File: config.mk
export PLATFORM = sky130hd
export DESIGN_NAME = counter_sequencer
export DESIGN_NICKNAME = d
export VERILOG_FILES = /design/src/rtl/counter_sequencer_pkg.sv /design/src/rtl/counter_sequencer_cnt_core.sv /design/src/rtl/counter_sequencer.sv
export SDC_FILE = /design/constraint.sdc
export NUM_CORES = 1
export LEC_CHECK = 0
export CAP_MARGIN = 5
export CORE_MARGIN = 2
export CORE_UTILIZATION = 50
export CTS_CLUSTER_SIZE = 16
export DETAILED_ROUTE_END_ITERATION = 12
export GPL_TIMING_DRIVEN = 0
export HOLD_SLACK_MARGIN = 0.1
export PLACE_DENSITY_LB_ADDON = 0.3
export SLEW_MARGIN = 20
export SYNTH_ARGS = -nofsm -noshare
export SYNTH_HDL_FRONTEND = slang
export SYNTH_SLANG_ARGS = --single-unit
File: constraint.sdc
create_clock -name clk -period 4.7 [get_ports clk]
set_input_delay 0.47 -clock clk [delete_from_list [all_inputs] [get_ports clk]]
set_output_delay 0.47 -clock clk [all_outputs]
set_load 0.1 [all_outputs]
File: src/rtl/counter_sequencer_pkg.sv
// Shared definitions for the counter sequencer: FSM state encoding.
package counter_sequencer_pkg;

    typedef enum logic [1:0] {
        ST_IDLE  = 2'd0,
        ST_RUN   = 2'd1,
        ST_PAUSE = 2'd2,
        ST_DONE  = 2'd3
    } state_e;

endpackage

File: src/rtl/counter_sequencer_cnt_core.sv
// Count register with synchronous clear (priority) and increment enable.
module seq_cnt_core #(
    parameter int DWIDTH = 7
) (
    input  logic              clk,
    input  logic              rst_n,
    input  logic              clr_i,
    input  logic              en_i,
    output logic [DWIDTH-1:0] cnt_o
);

    logic [DWIDTH-1:0] cnt_q, cnt_d;

    always_comb begin
        cnt_d = cnt_q;
        if (clr_i)     cnt_d = '0;
        else if (en_i) cnt_d = cnt_q + DWIDTH'(1);
    end

    always_ff @(posedge clk or negedge rst_n) begin
        if (!rst_n) cnt_q <= '0;
        else        cnt_q <= cnt_d;
    end

    assign cnt_o = cnt_q;

endmodule

File: src/rtl/counter_sequencer.sv
// Run-control sequencer around an enable counter: start/stop/pause, one-shot or
// periodic counting 0..N-1, done strobe and completed-period tally.
module counter_sequencer
    import counter_sequencer_pkg::*;
#(
    parameter int DWIDTH = 7,
    parameter int PWIDTH = 8
) (
    input  logic              clk,
    input  logic              rst_n,
    input  logic              start_i,
    input  logic              stop_i,
    input  logic              pause_i,
    input  logic              periodic_i,
    input  logic [DWIDTH-1:0] limit_i,
    output logic [DWIDTH-1:0] cnt_o,
    output logic              busy_o,
    output logic              done_o,
    output logic              err_o,
    output logic [PWIDTH-1:0] period_o
);

    state_e            state_q, state_d;
    logic [DWIDTH-1:0] limit_q, limit_d;
    logic              periodic_q, periodic_d;
    logic [PWIDTH-1:0] period_q, period_d;
    logic              busy_q, busy_d;
    logic              done_q, done_d;
    logic              err_q, err_d;

    logic [DWIDTH-1:0] cnt;
    logic              running, idle_like, start_ok, cnt_en_raw, terminal;
    logic              cnt_clr, cnt_en;

    assign running   = (state_q == ST_RUN) || (state_q == ST_PAUSE);
    assign idle_like = (state_q == ST_IDLE) || (state_q == ST_DONE);
    assign start_ok  = start_i && idle_like && (limit_i != '0);
    // Leaving PAUSE with pause_i low counts in that same cycle, so no count is lost.
    assign cnt_en_raw = running && !pause_i && !stop_i;
    assign terminal   = cnt_en_raw && (cnt == limit_q - DWIDTH'(1));

    always_ff @(posedge clk or negedge rst_n) begin
        if (!rst_n) state_q <= ST_IDLE;
        else        state_q <= state_d;
    end

    always_comb begin
        state_d = state_q;
        if (stop_i)                  state_d = ST_IDLE;
        else if (start_ok)           state_d = ST_RUN;
        else if (terminal)           state_d = periodic_q ? ST_RUN : ST_DONE;
        else if (running && pause_i) state_d = ST_PAUSE;
        else if (running)            state_d = ST_RUN;
    end

    always_comb begin
        limit_d    = limit_q;
        periodic_d = periodic_q;
        period_d   = period_q;
        cnt_clr    = 1'b0;
        cnt_en     = 1'b0;
        done_d     = 1'b0;
        err_d      = 1'b0;
        if (stop_i) begin
            cnt_clr = 1'b1;
        end else if (start_ok) begin
            limit_d    = limit_i;
            periodic_d = periodic_i;
            period_d   = '0;
            cnt_clr    = 1'b1;
        end else if (start_i && idle_like) begin
            err_d = 1'b1;
        end else if (terminal) begin
            done_d   = 1'b1;
            period_d = period_q + PWIDTH'(1);
            cnt_clr  = periodic_q;
        end else begin
            cnt_en = cnt_en_raw;
        end
        busy_d = (state_d == ST_RUN) || (state_d == ST_PAUSE);
    end

    always_ff @(posedge clk or negedge rst_n) begin
        if (!rst_n) begin
            limit_q    <= '0;
            periodic_q <= 1'b0;
            period_q   <= '0;
            busy_q     <= 1'b0;
            done_q     <= 1'b0;
            err_q      <= 1'b0;
        end else begin
            limit_q    <= limit_d;
            periodic_q <= periodic_d;
            period_q   <= period_d;
            busy_q     <= busy_d;
            done_q     <= done_d;
            err_q      <= err_d;
        end
    end

    seq_cnt_core #(.DWIDTH(DWIDTH)) u_cnt (
        .clk   (clk),
        .rst_n (rst_n),
        .clr_i (cnt_clr),
        .en_i  (cnt_en),
        .cnt_o (cnt)
    );

    assign cnt_o    = cnt;
    assign busy_o   = busy_q;
    assign done_o   = done_q;
    assign err_o    = err_q;
    assign period_o = period_q;

endmodule

# Word level (Yosys, flattened, before mapping)
# Index checks and enable logic that the tools add are counted.
[op_classes]
n_addsub = 3
n_eq_ne = 7
mux = 26
bitwise = 1
reduce_logical = 17
[op_table]
columns = ["op", "count"]
rows = [
  ["2-to-1 mux 8 bit", 3],
  ["2-to-1 mux 1 bit", 15],
  ["2-to-1 mux 7 bit", 2],
  ["2-to-1 mux 2 bit", 6],
  ["adder 8 x 1 -> 8 bit, second input constant", 1],
  ["adder 7 x 1 -> 7 bit, second input constant", 1],
  ["== test 7 bit", 1],
  ["nonzero test 7 bit", 1],
  ["subtractor 7 x 1 -> 7 bit, second input constant", 1],
  ["== test 2 bit, second input constant", 3],
  ["logical AND 1 bit", 6],
  ["== test 2 x 1 -> 1 bit, second input constant", 2],
  ["nonzero test 2 bit", 2],
  ["logical OR 1 bit", 3],
  ["AND reduction 3 bit", 1],
  ["zero test 1 bit", 2],
  ["zero test 2 bit", 1],
  ["!= test 2 bit, second input constant", 1],
  ["AND reduction 2 bit", 1],
  ["NOT 1 bit", 1],
]
[word_totals]
ff_bits = 28
in_bits = 13
output_inout_bits = 18
elab_cells = 62

# Longest topological paths before layout
# Gate-level depths: netlist (run 1).
[logic_depth]
depth_word = 11
mapped_depth = 8
mapped_depth_nobuf = 8

# By module
# From an unflattened synthesis (run 1), not the netlist that was laid out.
[unflattened]
hier_cells = 159
hier_area_um2 = 1486.4
[modules_own_cells]
columns = ["module", "instances", "cells_per_inst", "area_each_um2", "seq_area_each_um2"]
rows = [
  ["counter_sequencer", 1, 130, 1178.6, 525.5],
  ["seq_cnt_core", 1, 29, 307.8, 175.2],
]

# Worst setup path after synthesis (run 1)
# No wires, ideal clock.
[synth_path]
path_type = "register to register"
startpoint = "reg u_cnt.cnt_q[6] (netlist: u_cnt.cnt_o[6])"
endpoint = "reg u_cnt.cnt_q[5] (netlist: u_cnt.cnt_o[5])"
setup_time_ns = 0.078
t_arrival_ns = 2.574
t_required_ns = 4.622
slack_ns = 2.049
stages_incl_launch_ff = 7
n_path_buf = 0
period_less_slack_ns = 2.651
cell_sequence = "dfrtp_1 > xnor3_1 > nand4_1 > a31oi_4 > o21a_4 > or4_1 > a21oi_1"
[synth_between]
elab_chain_len = 7
elab_cells_between_ends = 12
cone_classes = "eq/ne (1); mux (9); reduce/logical (2)"
[synth_lines]
columns = ["element", "line_no", "text"]
rows = [
  ["start: declaration", "counter_sequencer_cnt_core.sv:12", "logic [DWIDTH-1:0] cnt_q, cnt_d;"],
  ["start signal: assignment", "counter_sequencer_cnt_core.sv:22", "else cnt_q <= cnt_d;"],
  ["== test 7 bit (*)", "counter_sequencer.sv:40", "assign terminal = cnt_en_raw && (cnt == limit_q - DWIDTH'(1));"],
  ["logical AND 1 bit (*)", "counter_sequencer.sv:40", ""],
  ["2-to-1 mux 1 bit", "counter_sequencer.sv:73", "end else if (terminal) begin"],
  ["2-to-1 mux 1 bit", "counter_sequencer.sv:71", "end else if (start_i && idle_like) begin"],
  ["2-to-1 mux 1 bit", "counter_sequencer.sv:66", "end else if (start_ok) begin"],
  ["2-to-1 mux 1 bit", "counter_sequencer.sv:64", "if (stop_i) begin"],
  ["2-to-1 mux 7 bit or nonzero test 2 bit (tied branches)", "--", ""],
]
# Mark *: on every way between the ends. The rest lies on a longest branch, timed or not.
# A chain may end at the register's enable or synchronous reset.

# Final worst setup path (run 1)
[layout_path]
startpoint = "reg limit_q[0]"
endpoint = "reg period_q[7] (netlist: period_o[7])"
[layout_between]
elab_chain_len = 5
[layout_lines]
columns = ["element", "line_no", "text"]
rows = [
  ["start: declaration", "counter_sequencer.sv:24", "logic [DWIDTH-1:0] limit_q, limit_d;"],
  ["start signal: assignment", "counter_sequencer.sv:92", "limit_q <= limit_d;"],
  ["subtractor 7 x 1 -> 7 bit", "counter_sequencer.sv:40", ""],
  ["== test 7 bit", "counter_sequencer.sv:40", ""],
  ["logical AND 1 bit", "counter_sequencer.sv:40", ""],
  ["nonzero test 2 bit (no source line)", "--", ""],
  ["AND reduction 3 bit (no source line)", "--", ""],
  ["end signal: assignment", "counter_sequencer.sv:94", "period_q <= period_d;"],
  ["end: declaration", "counter_sequencer.sv:26", "logic [PWIDTH-1:0] period_q, period_d;"],
]
# Every way passes these cells.

==> results of run 1 <==
## logic make-up (layout without fill, tap and decap cells)
logic type / Yosys count / after routing / synth area share (%)
and+or+nand+nor: 51 / 51 / 18.3
AOI/OAI and AO/OA: 49 / 49 / 20.9
DFF: 28 / 28 / 42.8
xor gates and xnor gates: 11 / 11 / 7.57
buffers and inverters: 9 / 42 / 2.14
muxes: 8 / 8 / 5.35
adders and majority gates: 4 / 4 / 2.91
## final timing paths
| path | startpoint | endpoint | slack (ns) |
|---|---|---|---|
| max | limit_q[0] | period_o[7] | 2.18 |
| min | rst_n | limit_q[6] | 0.14 |
| max reg2reg | limit_q[0] | period_o[7] | 2.18 |
| min reg2reg | periodic_q | periodic_q | 0.55 |
| max in group asynchronous | rst_n | u_cnt.cnt_o[3] | 4.14 |
| min in group clk | periodic_q | periodic_q | 0.55 |
## power groups by stage
| stage | sequential [uW] | clock, uW | combinational [uW] |
|---|---|---|---|
| floorplan | 292 | 0 | 96.6 |
| global placement | 283 | 0 | 139 |
| detailed placement | 285 | 0 | 145 |
| CTS | 280 | 161 | 146 |
| global route | 282 | 172 | 159 |
| finish | 280 | 155 | 145 |
## final cells by class
type | instances | area [um^2] | area share, %
inverter | 5 | 18.8 | 0.925
clock inverter | 1 | 30.0 | 1.48
timing repair buffer | 29 | 285 | 14.1
clock buffer | 3 | 22.5 | 1.11
tap | 44 | 55.1 | 2.71
sequential | 28 | 701 | 34.5
buffer | 4 | 16.3 | 0.801
multi-input combinational | 123 | 901 | 44.4
## sequential cells by signal, summed over array words and instances, names as in the netlist
| signal | cells |
|---|---|
| err_o | 1 |
| busy_o | 1 |
| u_cnt.cnt_o | 7 |
| period_o | 8 |
| periodic_q | 1 |
| state_q | 2 |
| done_o | 1 |
| limit_q | 7 |
## synth_stat cells (3+ instances only)
cell type	instances
xnor2_1	5
clkbuf_1	3
nor2_1	5
mux2_2	6
nand2_1	9
o21ai_0	12
ha_1	3
nand3_1	6
a21oi_1	13
o211ai_1	3
or3_1	8
nand4_1	5
inv_1	5
xor2_1	4
dfrtp_1	28
nor3_1	3
## layer usage
layer / part of all wire, % / vias to the layer above / GRT usage [%]
met1: 46 / 695 / 27.7
met5: 0 / - / 0
met3: 2.4 / 2 / 3.15
met4: 0.41 / 0 / 5.28
met2: 52 / 22 / 37.8
li1: - / 669 / -
## placed cells by master (no fill, tap or decap), types with 3 or more instances in the layout
cell type and count:
o21ai_0 12, xor2_1 4, dfrtp_1 28, nand2_1 9, a21oi_1 13, nor2_1 5
inv_1 5, nand4_1 5, ha_1 3, clkbuf_1 3, xnor2_1 5, or3_1 8
clkbuf_4 3, o211ai_1 3, mux2_2 6, clkdlybuf4s50_1 28, nor3_1 3, nand3_1 6
## stage by stage
step	instances	power [uW]	util [%]	instance area, um^2
2_1_floorplan	160	388	-	1640
3_3_place_gp	233	422	64.4	1980
3_5_place_dp	233	430	64.2	1980
4_1_cts	237	587	65.9	2030
5_1_grt	237	613	65.9	2030
6_report	237	580	65.9	2030
==> flow_summary.yaml, run 1 <==
status:
  status: "finished clean"
clock_network:
  cts_root_buf: "clkbuf_4"
  clkSlewWorstSetupHoldPaths_ns: 0.15
  cts_setup_buffers: 0
  cts_buffer_depth: 2
  cts_tree: "built"
  cts_hold_buf: 0
  post_cts_resize_count: 0
  cts_buffers: 3
  clkSinkCount: 28
  insertion_delay_ns: 0.33
  htreeDepth: 1
final_layout:
  drive_above_1_share_pct: 11.9
  fillerInstances: 271
  n_antenna_cell: 0
  area_delta_synth_final_pct: 24.0
  layout.nets: 210
die:
  die_y_um: 61.2
  initial_core_util_pct: 53.2
  dieArea_um2: 3750
  die_x_um: 61.2
  rows: 20
  core_um2: 3080
  ios: 31
global_routing:
  grt_pass1_wl_um: 5930
  antenna_found_initial: 0
  track_usage_pct: 21.4
  first_global_vias: 1346
  grt_start_max_net_pins: 29
  overflow: 0
worst_setup_path:
  slowest_delay_ns: 0.47
  critical_path_class: "register to register"
  critical_path.slowest_cell: "dfrtp_1"
  r2r_cells: 8
  crit_cells: 8
  crit_chain: "inv_1 > ha_1 > o21bai_1 > a211o_2 > a31oi_4 > o2111ai_1 > or3_1 > a21oi_1"
  worst_setup_path_start_kind: "register"
  critPathRequiredTime_ns: 4.97
  critPathBufInv: 1
  cp-end-kind: "register"
  arrival_ns: 2.79
  crit_family: "compound AO/OA/AOI/OAI gates"
  path_max_fanout: 6
placed_design:
  gp_congestion: 0.767
  pre_cts_slack_ns: 2.17
  portBuffers: 29
  dp_hpwl_um: 2820
yosys:
  avgSynthCellArea_um2: 10.2
  synth_cells: 160
  synth-edff-count: 0
  async_flop_share_pct: 100
  synth.net_count: 176
  yosys_most_used_dff: "dfrtp_1"
  yosys.area.top_type: "dfrtp_1"
  yosysTopAreaCellShare_pct: 42.8
  synth_cell_types: 47
  ys_ff_latch: 28
  syn_area_um2: 1640
  ys_seq_area_share_pct: 42.8
  yosysWarnings: 0
  yosys-top-cells-area: "dfrtp_1 (43%), mux2_2 (4.1%), a21oi_1 (4.0%)"
timing:
  min_period_ns: 2.52
  finalMaxSlewViolations: 0
  skew_ns: 0.0120
  whs_ns: 0.140
  tightestPinTransition_ns: 0.974
  worst_slack_ns: 2.18
  hold_viol_final: 0
  slew_headroom_pct: 34.9
  fmax_mhz: 396
  min_period_over_period_pct: 53.7
  setup_viol: 0
  rsz0062_at_grt: "false"
  finalSetupTns_ns: 0
drt:
  antenna_left: 0
  wire_per_inst_um: 15.5
  routed_wl_um: 3680
  firstDrtPassIters: 4
  vias: 1388
  drt_iter0_markers: 73
  via_per_inst: 5.86
  drc: 0
power:
  ir_drop_v: 0.000174
  clkPwrFrac_pct: 26.7
  netSwitchingFraction_pct: 29.5
  intPower_uw: 409
  power_switching_uw: 171
  powerDensity_nw_per_um2: 286
  combPwrFrac_pct: 25.0
  power.share.sequential_pct: 48.2
  p_leak_uw: 0.000846
hold_path:
  hp-class: "input port to async pin"
flow_run:
  drv_cap: 0
Note: power is estimated with default switching activity, not from simulation.
==> inputs of run 2 (changes only) <==
CORE_UTILIZATION = 46   (was 50)
clock period = 2.05 ns   (was 4.7 ns; I/O delays follow)
==> run 2 against run 1 <==
  * The run now ends with setup timing left
  * Worst hold slack improved by 0.26 ns
  * Design area grew 16%
  * Fmax is 13% higher
  * Combinational power increased to 3.3 times the previous value
  * Via count is 8.3% higher
  * Largest power group unchanged
==> flow_summary.yaml, run 2 (same netlist as run 1, synthesis figures left out) <==
timing:
  slew_headroom_pct: 34.3
  worst_slack_ns: -0.177
  finalMaxSlewViolations: 0
  min_period_over_period_pct: 109
  tightestPinTransition_ns: 0.989
  rsz0062_at_grt: "true"
  skew_ns: 0.00260
  hold_viol_final: 0
  finalSetupTns_ns: -1.17
  fmax_mhz: 449
  setup_viol: 11
  min_period_ns: 2.23
die:
  core_um2: 3390
  rows: 21
  die_x_um: 63.6
  dieArea_um2: 4050
  initial_core_util_pct: 48.3
  ios: 31
  die_y_um: 63.6
clock_network:
  cts_buffer_depth: 2
  clkSinkCount: 28
  insertion_delay_ns: 0.34
  cts_tree: "built"
  cts_buffers: 3
  cts_root_buf: "clkbuf_4"
  htreeDepth: 1
  clkSlewWorstSetupHoldPaths_ns: 0.15
worst_setup_path:
  crit_chain: "inv_2 > ha_4 > o21bai_1 > a211o_2 > a31oi_4 > buf_12 > o2111ai_4 > or3_4 > a21oi_2"
  slowest_delay_ns: 0.42
  critical_path_class: "register to register"
  crit_family: "compound AO/OA/AOI/OAI gates"
  cp-end-kind: "register"
  worst_setup_path_start_kind: "register"
  critPathRequiredTime_ns: 2.33
  path_max_fanout: 6
  arrival_ns: 2.51
  critical_path.slowest_cell: "or3_4"
  critPathBufInv: 2
status:
  status: "finished, violations left"
  failed_checks: "setup timing"
power:
  combPwrFrac_pct: 32.0
  powerDensity_nw_per_um2: 639
  ir_drop_v: 0.000354
  intPower_uw: 1030
  netSwitchingFraction_pct: 31.3
  clkPwrFrac_pct: 24.6
  power_switching_uw: 471
  power.share.sequential_pct: 43.5
  p_leak_uw: 0.00102
global_routing:
  overflow: 0
  grt_start_max_net_pins: 29
  first_global_vias: 1503
  globalRouteMet3Util_pct: 3.04
  grt_pass1_wl_um: 7180
  antenna_found_initial: 0
  grt_most_used_layer: "met2"
  track_usage_pct: 22.1
  use_met2_pct: 39.1
  grt_util_met1_pct: 28.2
drt:
  drc: 0
  routed_wl_um: 4380
  via_per_inst: 5.92
  wire_per_inst_um: 17.2
  vias: 1503
  firstDrtPassIters: 4
  antenna_left: 0
  drt_iter0_markers: 48
final_layout:
  drive_above_1_share_pct: 33.7
  area_delta_synth_final_pct: 43.8
  final_common_cell: "dfrtp_1"
  layout_common_cells: "dfrtp_1 (18), dlygate4sd2_1 (17), o21ai_0 (12), clkdlybuf4s50_1 (11)"
  n_antenna_cell: 0
  largest_reg_flops: 8
  stdcell_count: 254
  fillerInstances: 256
  layout.nets: 225
flow_run:
  drv_cap: 0
placed_design:
  portBuffers: 29
  dp_hpwl_um: 2960
  gp_congestion: 0.812
  dp_cells: 235
hold_path:
  hp-class: "input port to async pin"
run 2: per-layer routing:
metal,wire length (um),vias up
li1,-,700
met1,1830,768
met2,2360,27
met3,108,8
met4,72,0
met5,0,-
run 2: per-stage QoR:
| step | power (uW) | instance area, um^2 | util [%] | hold slack, ns | worst slack (ns) |
|---|---|---|---|---|---|
| after floorplan | 918 | 1680 | - | -0.0906 | -0.0873 |
| after global placement | 997 | 2030 | 59.8 | 0.497 | -0.280 |
| after detailed placement | 1020 | 2020 | 59.6 | 0.269 | -0.383 |
| after CTS | 1470 | 2240 | 66.2 | 0.366 | -0.146 |
| after global routing | 1570 | 2350 | 69.4 | 0.454 | -0.250 |
| final | 1500 | 2350 | 69.4 | 0.402 | -0.177 |
run 2: layout make-up:
type / count / area (um^2) / share of cell area, %
Inverter: 5 / 18.8 / 0.797
Timing Repair Buffer: 44 / 424 / 18.0
Clock inverter: 1 / 30.0 / 1.28
Clock buffer: 3 / 22.5 / 0.957
Sequential cell: 28 / 718 / 30.5
Tap cell: 46 / 57.6 / 2.45
Buffer: 4 / 17.5 / 0.744
Multi-Input combinational cell: 123 / 1060 / 45.2
run 2: path summary, 6_finish.rpt:
| check | to | cells past startpoint | start | slack (ns) |
|---|---|---|---|---|
| min reg2reg | periodic_q | 1 | periodic_q | 0.54 |
| max in group asynchronous | u_cnt.cnt_o[2] | 2 | rst_n | 1.17 |
| max | period_o[5] | 9 | limit_q[1] | -0.18 |
| max reg2reg | period_o[5] | 9 | limit_q[1] | -0.18 |
| min | busy_o | 2 | rst_n | 0.40 |
| min in group clk | period_o[2] | 3 | stop_i | 0.40 |
run 2: power by group through the flow:
stage	combinational (uW)	clock [uW]	sequential, uW
finish	481	369	654
global placement	345	0	652
global route	515	393	662
detailed placement	361	0	657
CTS	453	376	645
floorplan	248	0	670
run 2: worst reg2reg max path: stages, from the launching register on:
cell	delay [ns]
dfrtp_1	0.41
inv_2	0.06
ha_4	0.17
o21bai_1	0.15
a211o_2	0.32
a31oi_4	0.20
buf_12	0.15
o2111ai_4	0.15
or3_4	0.42
a21oi_2	0.14
run 2: repair_timing:
action	CTS	global route
buffers inserted	10	4
resized for setup	33	16
hold endpoints to repair	28	0
hold buffers	1	0
endpoints found under the setup margin	36	25
pin swaps	11	9
